<file path="src/rtl/cirno_host_pkg.sv">
// Shared types and defaults for the cirno host driver.
// Widths here match instr_mem / data_mem of the cirno slice.
package cirno_host_pkg;

    localparam int INST_W_C      = 9;
    localparam int DATA_W_C      = 8;
    localparam int ADDR_W_C      = 8;
    localparam int CYC_W_C       = 16;
    localparam int TIMEOUT_CYC_C = 4096;

    typedef enum logic [2:0] {
        IDLE,
        LOAD,
        BOOT,
        RUN,
        DRAIN,
        FINISH
    } host_state_t;

    typedef enum logic [1:0] {
        RB_IDLE,
        RB_READ,
        RB_CAPT,
        RB_HOLD
    } rb_phase_t;

endpackage

</file>
<file path="src/rtl/cirno_host_readback.sv">
// Data-memory readback engine: one read per byte, captured
// and held on the res_* stream until the consumer accepts it.
module cirno_host_readback
    import cirno_host_pkg::*;
#(
    parameter int DATA_W = DATA_W_C,
    parameter int ADDR_W = ADDR_W_C
) (
    input  logic              clk,
    input  logic              init,
    input  logic              start,
    input  logic [ADDR_W-1:0] base,
    input  logic [ADDR_W-1:0] len,
    output logic              dmem_re,
    output logic [ADDR_W-1:0] dmem_addr,
    input  logic [DATA_W-1:0] dmem_rdata,
    output logic              res_valid,
    input  logic              res_ready,
    output logic [DATA_W-1:0] res_data,
    output logic              finished
);

    rb_phase_t         phase;
    rb_phase_t         phase_nx;
    logic [ADDR_W-1:0] addr;
    logic [ADDR_W-1:0] left;
    logic [DATA_W-1:0] data;

    always_ff @(posedge clk) begin
        if (init) begin
            phase <= RB_IDLE;
            addr  <= '0;
            left  <= '0;
            data  <= '0;
        end else begin
            phase <= phase_nx;
            if (phase == RB_IDLE && start) begin
                addr <= base;
                left <= len;
            end
            if (phase == RB_CAPT) begin
                data <= dmem_rdata;
            end
            // address wraps naturally at 2**ADDR_W
            if (phase == RB_HOLD && res_ready) begin
                addr <= addr + ADDR_W'(1);
                left <= left - ADDR_W'(1);
            end
        end
    end

    always_comb begin
        phase_nx  = phase;
        dmem_re   = 1'b0;
        res_valid = 1'b0;
        finished  = 1'b0;
        unique case (phase)
            RB_IDLE: begin
                if (start && len != '0) begin
                    phase_nx = RB_READ;
                end
            end
            RB_READ: begin
                dmem_re  = 1'b1;
                phase_nx = RB_CAPT;
            end
            RB_CAPT: begin
                phase_nx = RB_HOLD;
            end
            RB_HOLD: begin
                res_valid = 1'b1;
                if (res_ready) begin
                    finished = (left == ADDR_W'(1));
                    phase_nx = finished ? RB_IDLE : RB_READ;
                end
            end
            default: phase_nx = RB_IDLE;
        endcase
    end

    assign dmem_addr = addr;
    assign res_data  = data;

endmodule

</file>
<file path="src/rtl/cirno_host.sv">
// Host driver for cirno: load imem, boot, time the run, read dmem back.
// Define CIRNO_HOST_CSUM_EN to accumulate a checksum of loaded words.
module cirno_host
    import cirno_host_pkg::*;
#(
    parameter int INST_W      = INST_W_C,
    parameter int DATA_W      = DATA_W_C,
    parameter int ADDR_W      = ADDR_W_C,
    parameter int CYC_W       = CYC_W_C,
    parameter int TIMEOUT_CYC = TIMEOUT_CYC_C
) (
    input  logic              clk,
    input  logic              init,
    input  logic              start,
    input  logic [ADDR_W-1:0] prog_len,
    input  logic [ADDR_W-1:0] rd_base,
    input  logic [ADDR_W-1:0] rd_len,
    input  logic              prog_valid,
    output logic              prog_ready,
    input  logic [INST_W-1:0] prog_data,
    output logic              imem_we,
    output logic [ADDR_W-1:0] imem_addr,
    output logic [INST_W-1:0] imem_wdata,
    output logic              cpu_init,
    input  logic              cpu_done,
    output logic              dmem_re,
    output logic [ADDR_W-1:0] dmem_addr,
    input  logic [DATA_W-1:0] dmem_rdata,
    output logic              res_valid,
    input  logic              res_ready,
    output logic [DATA_W-1:0] res_data,
    output logic              busy,
    output logic              job_done,
    output logic              timeout,
    output logic [CYC_W-1:0]  cycles,
    output logic [INST_W-1:0] load_csum
);

    localparam logic [CYC_W-1:0] TO_LAST = CYC_W'(TIMEOUT_CYC - 1);

    host_state_t       state;
    host_state_t       state_nx;
    logic [ADDR_W-1:0] len_q;
    logic [ADDR_W-1:0] base_q;
    logic [ADDR_W-1:0] rdlen_q;
    logic [ADDR_W-1:0] idx;
    logic              hs;
    logic              take;
    logic              run_seen;
    logic              run_to;
    logic              rb_start;
    logic              rb_finished;

    assign take = (state == IDLE) && start;
    assign hs   = prog_valid && prog_ready;

    always_ff @(posedge clk) begin
        if (init) begin
            state <= IDLE;
        end else begin
            state <= state_nx;
        end
    end

    always_comb begin
        state_nx   = state;
        prog_ready = 1'b0;
        cpu_init   = 1'b0;
        job_done   = 1'b0;
        busy       = (state != IDLE);
        rb_start   = 1'b0;
        // done in the first RUN cycle may be left over from the last job
        run_seen   = (state == RUN) && (cycles != '0) && cpu_done;
        run_to     = (state == RUN) && !run_seen && (cycles == TO_LAST);
        unique case (state)
            IDLE: begin
                if (start) begin
                    state_nx = (prog_len == '0) ? BOOT : LOAD;
                end
            end
            LOAD: begin
                prog_ready = 1'b1;
                if (prog_valid && idx == len_q - ADDR_W'(1)) begin
                    state_nx = BOOT;
                end
            end
            BOOT: begin
                cpu_init = 1'b1;
                state_nx = RUN;
            end
            RUN: begin
                if (run_seen) begin
                    rb_start = (rdlen_q != '0);
                    state_nx = rb_start ? DRAIN : FINISH;
                end else if (run_to) begin
                    state_nx = FINISH;
                end
            end
            DRAIN: begin
                if (rb_finished) begin
                    state_nx = FINISH;
                end
            end
            FINISH: begin
                job_done = 1'b1;
                state_nx = IDLE;
            end
            default: state_nx = IDLE;
        endcase
    end

    always_ff @(posedge clk) begin
        if (init) begin
            len_q   <= '0;
            base_q  <= '0;
            rdlen_q <= '0;
            idx     <= '0;
            cycles  <= '0;
            timeout <= 1'b0;
        end else begin
            if (take) begin
                len_q   <= prog_len;
                base_q  <= rd_base;
                rdlen_q <= rd_len;
                idx     <= '0;
                cycles  <= '0;
                timeout <= 1'b0;
            end
            if (hs) begin
                idx <= idx + ADDR_W'(1);
            end
            if (state == RUN) begin
                if (cycles != '1) begin
                    cycles <= cycles + CYC_W'(1);
                end
                if (run_to) begin
                    timeout <= 1'b1;
                end
            end
        end
    end

    assign imem_we    = hs;
    assign imem_addr  = hs ? idx : '0;
    assign imem_wdata = hs ? prog_data : '0;

`ifdef CIRNO_HOST_CSUM_EN
    logic [INST_W-1:0] csum_q;

    always_ff @(posedge clk) begin
        if (init) begin
            csum_q <= '0;
        end else if (take) begin
            csum_q <= '0;
        end else if (hs) begin
            csum_q <= csum_q + prog_data;
        end
    end

    assign load_csum = csum_q;
`else
    assign load_csum = '0;
`endif

    cirno_host_readback #(
        .DATA_W (DATA_W),
        .ADDR_W (ADDR_W)
    ) u_readback (
        .clk        (clk),
        .init       (init),
        .start      (rb_start),
        .base       (base_q),
        .len        (rdlen_q),
        .dmem_re    (dmem_re),
        .dmem_addr  (dmem_addr),
        .dmem_rdata (dmem_rdata),
        .res_valid  (res_valid),
        .res_ready  (res_ready),
        .res_data   (res_data),
        .finished   (rb_finished)
    );

endmodule
</file>
<file path="config.mk">
export PLATFORM = sky130hd
export DESIGN_NAME = cirno_host
export DESIGN_NICKNAME = d
export VERILOG_FILES = /design/src/rtl/cirno_host_pkg.sv /design/src/rtl/cirno_host_readback.sv /design/src/rtl/cirno_host.sv
export SDC_FILE = /design/constraint.sdc
export NUM_CORES = 1
export LEC_CHECK = 0
export BUFFER_PORTS_ARGS = -buffer_cell sky130_fd_sc_hd__buf_2
export CAP_MARGIN = 20
export CORE_UTILIZATION = 57
export DETAILED_ROUTE_END_ITERATION = 16
export GPL_TIMING_DRIVEN = 0
export PLACE_DENSITY = 0.95
export SYNTH_ARGS = -nofsm -noshare
export SYNTH_HDL_FRONTEND = slang
export SYNTH_HIERARCHICAL = 1
export SYNTH_SLANG_ARGS = --single-unit
</file>
<file path="constraint.sdc">
create_clock -name clk -period 5.5 [get_ports clk]
set_input_delay 0.825 -clock clk [delete_from_list [all_inputs] [get_ports clk]]
set_output_delay 0.825 -clock clk [all_outputs]
set_load 0.01 [all_outputs]
</file>
==> metrics.md, run 1 <==
| Metric | Value |
|---|---|
| Slowest Stage Delay on Critical Path | `0.36 ns` |
| Hold_buf cts | `0` |
| Status | `finished clean` |
| Sequential share of the synthesized area | `37.1%` |
| Yosys reg bits | `78` |
| Global-route wire length before repair | `17300 um` |
| # IOs | `113` |
| CTS buffer count | `9` |
| Die area | `0.00773 mm2` |
| Core box area | `0.00694 mm2` |
| Grt peak-use layer | `met2` |
| Layout cells sized above 1 | `24.8%` |
| WL/cell | `14.9 um` |
| Crit-path cells | `nor3b_2 > clkbuf_1 > clkbuf_1 > and3_1 > buf_2` |
| Final HPWL DP | `7980 um` |
| Reg clk slew, reported paths | `0.08 ns` |
| Max-slew headroom | `46.7%` |
| Setup Fix Bufs, Post-CTS | `0` |
| Largest net degree at the start of global routing | `14` |
| Worst Hold Class | `flip-flop to flip-flop` |
| Buffers on Ports | `102` |
| Initial antenna violation count | `0` |
| Worst slew pin tran | `0.797 ns` |
| Clk_lat worst skew | `0.36 ns` |
| Top-count cell post-synth | `dfxtp_1` |
| DR iter-0 viols | `246` |
| Post-synthesis instance area | `0.00421 mm2` |
| Area of the multi-input gates | `0.00241 mm2` |
| Final wirelength | `11000 um` |
| Die width | `87.9 um` |
| Number of synthesized flops with an enable pin | `0` |
| TritonCTS clock tree | `yes` |
| GR Overflow Total | `0` |
| Syn_area_per_cell | `8.09 um2` |
| Synthesis Warnings | `6` |
| Most used cell along the critical path | `clkbuf_1` |
| Netlist cell types | `71` |
| H-tree Lvls | `3` |
| Max-slew violation count | `0` |
| Final setup viols | `0` |
| Worst setup path category | `flip-flop to output port` |
| Nets | `700` |
| VDD IR max | `0.000120 V` |
| Count of antenna diodes in the layout | `0` |
| Global-route met3 utilization | `5.37%` |
| Max clock buf depth | `2` |
| Ys flop type | `dfxtp_1` |
| Fin Setup TNS | `0 ns` |
| FFs w/ async S/R, synth | `0%` |
| Final Cycle Share | `52.0%` |
| Pleak | `2.24 nW` |
| Crit start category | `flip-flop` |
| GR Layer Usage met2 | `50.7%` |
| Pwr Density | `251 mW/mm2` |
| Gr usage total | `29.0%` |
| Main area contributors after synthesis | `dfxtp_1 37%, nand2_1 6.9%, a21oi_1 6.1%` |
| GR Layer Usage met1 | `33.7%` |
| Starting Density | `60.6%` |
| Die height | `87.9 um` |
| Placed cells | `726` |
| Synth top cells by count | `78 x dfxtp_1, 77 x nand2_1, 56 x nor2_1` |
| Clock Skew | `0.00765 ns` |
| DRC Markers | `0` |
| Area share of the largest cell type after synthesis | `37.1%` |
| Vias | `4273` |
| Via density | `5.76` |
| Finished Cell Area | `0.00508 mm2` |
| Synth Instances | `520` |
| Final min period | `2.86 ns` |
| CP Capture Type | `output port` |
| Req. time, crit path | `4.68 ns` |
| Final hold violations | `0` |
| Crit-path max FO | `10` |
| Fmax | `0.350 GHz` |
| Cell at the slowest stage of the critical path | `dfxtp_1` |
| GPL Wtd Cong | `0.911` |
| DP Area | `0.00487 mm2` |
| PostCTS Resize Cnt | `0` |
| ANT nets after route | `0` |
| Number of global-route vias before repair | `3767` |
| Drt pass-1 iters | `5` |
| Fin cells | `742` |
| Synth area leader | `dfxtp_1` |
| Fin util | `73.1%` |
| Root Buffer | `clkbuf_8` |
| FF/Latch Area | `0.00156 mm2` |
| Arrival time worst endpoint | `2.03 ns` |
| Max_cap viols | `0` |
| # rows | `30` |
| Fillcell total | `492` |
| Clock Sinks | `78` |
| RSZ-0062 raised after global routing | `false` |
| Area Growth Syn to Fin | `20.8%` |
==> power by group <==
| group | switching (mW) | leakage [nW] | internal, mW |
|---|---|---|---|
| Combinational | 0.123 | 1.49 | 0.0809 |
| Sequential | 0.0182 | 0.632 | 0.583 |
| Clock | 0.217 | 0.113 | 0.253 |
| Total | 0.358 | 2.24 | 0.917 |
==> layout make-up <==
class,instances,share of cell area [%]
multi-input combinational,396,47.5
sequential,78,30.7
timing repair buffer,102,10.1
buffer,37,3.89
clock buffer,9,2.44
tap,96,2.37
clock inverter,7,1.75
inverter,17,1.26
==> worst max-delay path: cells and delay by family, from the launching register on <==
| kind | cells | cell delay [ns] |
|---|---|---|
| flops | 1 | 0.36 |
| buf+inv | 3 | 0.76 |
| simple gates | 2 | 0.55 |
==> logic make-up after synthesis <==
kind of cell    count (synthesis)  synth area share [%]
simple gates                  234                  29.0
flops                          78                  37.1
compound gates                108                  16.5
xor+xnor                       18                  3.75
mux                            15                  3.75
fa+ha+maj                      12                  3.57
other cells                     1                0.0892
buf+inv                        54                  6.22
==> per-layer routing <==
| metal | vias up | share of wire (%) | wire (um) |
|---|---|---|---|
| li1 | 2076 | - | - |
| met1 | 1966 | 41 | 4510 |
| met4 | 0 | 2.9 | 325 |
| met2 | 193 | 50 | 5490 |
| met3 | 38 | 6.4 | 704 |
| met5 | - | 0 | 0 |
==> layout by cell type (no fill, tap or decap), drive strengths merged, types with 8 or more instances in the layout <==
cell type / count
nor3: 10
nor4: 11
nand2: 77
inv: 17
nand4: 8
a21oi: 51
xnor2: 9
mux2i: 9
dfxtp: 78
ha: 12
buf: 123
xor2: 9
nand3: 15
o21ai: 13
and3: 22
conb: 9
a211oi: 9
clkbuf: 25
nor2: 57
==> sequential cells by signal, summed over array words and instances (netlist names) <==
name                  flops
len_q                     8
u_readback/dmem_addr      8
idx                       8
u_readback/left           8
u_readback/res_data       8
rdlen_q                   8
u_readback/phase          2
timeout                   1
cycles                   16
state                     3
base_q                    8
==> final timing paths <==
kind	startpoint	to	slack [ns]	cells after the start
worst min register to register	timeout	timeout	0.45	2
worst max-delay path	state[1]	imem_wdata[6]	2.64	5
worst max register to register	cycles[0]	u_readback/dmem_addr[7]	2.74	10
worst min-delay path	timeout	timeout	0.45	2
==> through the flow <==
| step | power [mW] | setup slack, ns | hold slack (ns) |
|---|---|---|---|
| final | 1.28 | 2.64 | 0.455 |
| after global routing | 1.33 | 2.52 | 0.467 |
| after CTS | 1.28 | 2.69 | 0.454 |
| after detailed placement | 0.814 | 2.68 | 0.444 |
| after global placement | 0.806 | 2.73 | 0.441 |
| after floorplan | 0.749 | 3.15 | 0.432 |
Note: power is estimated with default switching activity, not from simulation.
==> run 2: changes to the inputs <==
--- a/config.mk
+++ b/config.mk
@@ -7,10 +7,10 @@
 export LEC_CHECK = 0
 export BUFFER_PORTS_ARGS = -buffer_cell sky130_fd_sc_hd__buf_2
 export CAP_MARGIN = 20
-export CORE_UTILIZATION = 57
+export CORE_UTILIZATION = 53
 export DETAILED_ROUTE_END_ITERATION = 16
 export GPL_TIMING_DRIVEN = 0
-export PLACE_DENSITY = 0.95
+export PLACE_DENSITY = 0.9
 export SYNTH_ARGS = -nofsm -noshare
 export SYNTH_HDL_FRONTEND = slang
 export SYNTH_HIERARCHICAL = 1
==> constraint.sdc (replaced) <==
create_clock -name clk -period 2.85 [get_ports clk]
set_input_delay 0.4275 -clock clk [delete_from_list [all_inputs] [get_ports clk]]
set_output_delay 0.4275 -clock clk [all_outputs]
set_load 0.01 [all_outputs]
==> metrics.md, run 2 (same netlist as run 1, synthesis figures left out) <==
| Metric | Value |
|---|---|
| Status | `finished clean` |
| Area Growth Syn to Fin | `20.8% (about the same)` |
| Max clock buf depth | `2 (unchanged)` |
| Core box area | `0.00769 mm2 (+11%)` |
| Fin cells | `748 (+0.81%)` |
| TritonCTS clock tree | `yes` |
| Reg with most FFs | `cycles` |
| Die area | `0.00829 mm2 (+7.4%)` |
| Fin Setup TNS | `0 ns (unchanged)` |
| Clk_lat worst skew | `0.36 ns (about the same)` |
| Layout cells sized above 1 | `24.9% (+0.15 points)` |
| Placed cells | `732 (+0.83%)` |
| Nets | `700 (unchanged)` |
| Worst Hold Class | `input pin to flip-flop` |
| Pre-CTS WS | `0.198 ns (-2.48 ns)` |
| RSZ-0062 raised after global routing | `false` |
| Worst setup path category | `flip-flop to flip-flop` |
| R2R cell count | `10 (unchanged)` |
| # rows | `32 (+6.7%)` |
| Max-slew violation count | `0 (unchanged)` |
| Crit Reg-Reg Endpoint | `u_readback/left[7]` |
| Final HPWL DP | `8180 um (+2.4%)` |
| H-tree Lvls | `3 (unchanged)` |
| Fillcell total | `668 (+36%)` |
| Pleak | `2.23 nW (-0.48%)` |
| Max_cap viols | `0 (unchanged)` |
| Gr usage total | `27.0% (-1.9 points)` |
| Final setup viols | `0 (unchanged)` |
| Count of antenna diodes in the layout | `0 (unchanged)` |
| DP Area | `0.00487 mm2 (+0.15%)` |
| Final hold violations | `0 (unchanged)` |
| DR iter-0 viols | `184 (-25%)` |
| Largest net degree at the start of global routing | `16 (+2)` |
| Via density | `5.68 (-1.3%)` |
| Finished Cell Area | `0.00508 mm2 (about the same)` |
| Req. time, crit path | `3.07 ns (-1.61 ns)` |
| Starting Density | `54.7% (-5.9 points)` |
| GPL Wtd Cong | `0.897 (-1.5%)` |
| Reg clk slew, reported paths | `0.09 ns (about the same)` |
| Final Cycle Share | `93.9%` |
| Max reg flops | `16 (unchanged)` |
| Setup ws final | `0.175 ns (-2.47 ns)` |
| Fmax | `0.374 GHz` |
| DRC Markers | `0 (unchanged)` |
| Tot Pwr | `2.42 mW (+90%)` |
| Hold path startpoint | `rd_base[6]` |
| Arrival time worst endpoint | `2.89 ns (+0.86 ns)` |
| Pwr Density | `476 mW/mm2 (+90%)` |
| Commonest cells after routing, fill and taps aside | `110 x buf_2, 78 x dfxtp_1, 77 x nand2_1, 55 x nor2_1, 51 x a21oi_1` |
| Most common cell after layout, fill and taps aside | `buf_2` |
| Reg2Reg Setup Slack | `0.17 ns (-2.57 ns)` |
| VDD IR max | `0.000330 V (+180%)` |
| Hold_buf cts | `0 (unchanged)` |
| R2r startpoint | `cycles[0]` |
| Crit-path max FO | `9 (-1)` |
| WL/cell | `14.9 um (+0.31%)` |
| Global-route wire length before repair | `18100 um (+4.6%)` |
| Die height | `91.1 um (+3.6%)` |
| Final wirelength | `11100 um (+1.1%)` |
| Root Buffer | `clkbuf_8` |
| Clock Sinks | `78 (unchanged)` |
| CP Capture Type | `flip-flop` |
| Clock Skew | `0.0112 ns (+0.00352 ns)` |
| # IOs | `113 (unchanged)` |
| Vias | `4251 (-0.51%)` |
| Crit start category | `flip-flop` |
| Initial antenna violation count | `0 (unchanged)` |
| Hold path endpoint | `base_q[6]` |
| Number of global-route vias before repair | `3960 (+5.1%)` |
| CTS buffer count | `9 (unchanged)` |
| Buffers on Ports | `102 (unchanged)` |
| Max-slew headroom | `62.8% (+16 points)` |
| Fin util | `66.1% (-7.1 points)` |
| Worst slew pin tran | `0.557 ns (-0.239 ns)` |
| Final min period | `2.68 ns` |
| Hold path cells | `3 (+1)` |
| GR Overflow Total | `0 (unchanged)` |
| Final hold slack | `0.300 ns (-0.154 ns)` |
| Die width | `91.1 um (+3.6%)` |
| Drt pass-1 iters | `4 (-1)` |
| ANT nets after route | `0 (unchanged)` |
==> run 2: cell types whose count changed in the layout (fill, tap and decap cells not counted), sizes merged <==
cell / delta
bufinv: -1
clkinv: -4
clkinvlp: +1
inv: +4
==> run 2: power breakdown <==
| group | leakage, nW | switching (mW) | total [mW] | internal (mW) |
|---|---|---|---|---|
| registers | 0.632 | 0.0363 | 1.16 | 1.13 |
| logic | 1.49 | 0.232 | 0.388 | 0.156 |
| clock network | 0.103 | 0.449 | 0.868 | 0.418 |
==> run 2: layout make-up <==
class | count | area, um2 | share of cell area, %
multi-input combinational | 396 | 2410 | 47.5
inverter | 17 | 63.8 | 1.26
buffer | 37 | 198 | 3.89
clock buffer | 9 | 124 | 2.44
tap | 102 | 128 | 2.51
clock inverter | 7 | 80.1 | 1.58
sequential | 78 | 1560 | 30.7
timing repair buffer | 102 | 510 | 10.0
==> run 2: worst max-delay path by stage <==
stage          slack, ns          startpoint                      end  cells after the start
2_1_floorplan       0.58  u_readback/left[2]                 state[1]                      8
3_3_place_gp        0.28           cycles[0]  u_readback/dmem_addr[7]                     10
3_5_place_dp        0.20           cycles[0]       u_readback/left[0]                     10
4_1_cts             0.17           cycles[0]       u_readback/left[0]                     10
5_1_grt             0.05           cycles[0]       u_readback/left[7]                     10
6_report            0.17           cycles[0]       u_readback/left[7]                     10
==> run 2: repair_timing <==
| action | CTS | global route |
|---|---|---|
| setup buffers | 0 | 0 |
| setup endpoints to repair | 0 | 6 |
| endpoints found under the hold margin | 0 | 0 |
| resized for setup | 0 | 1 |
==> run 2: worst max-delay path, stage by stage, from the launching register on <==
cell,delay [ns]
dfxtp_1,0.47
inv_1,0.08
ha_1,0.19
nor4b_1,0.14
a41o_1,0.25
a21o_1,0.19
nor2_1,0.27
and2_1,0.31
nand2_1,0.28
o311ai_0,0.21
a31oi_1,0.14
==> run 2: per-layer routing <==
layer	share of wire [%]	track usage (%)
met1	42	31.9
met2	50	47.9
met3	6.2	5.78
met4	1.7	10.3
met5	0	0
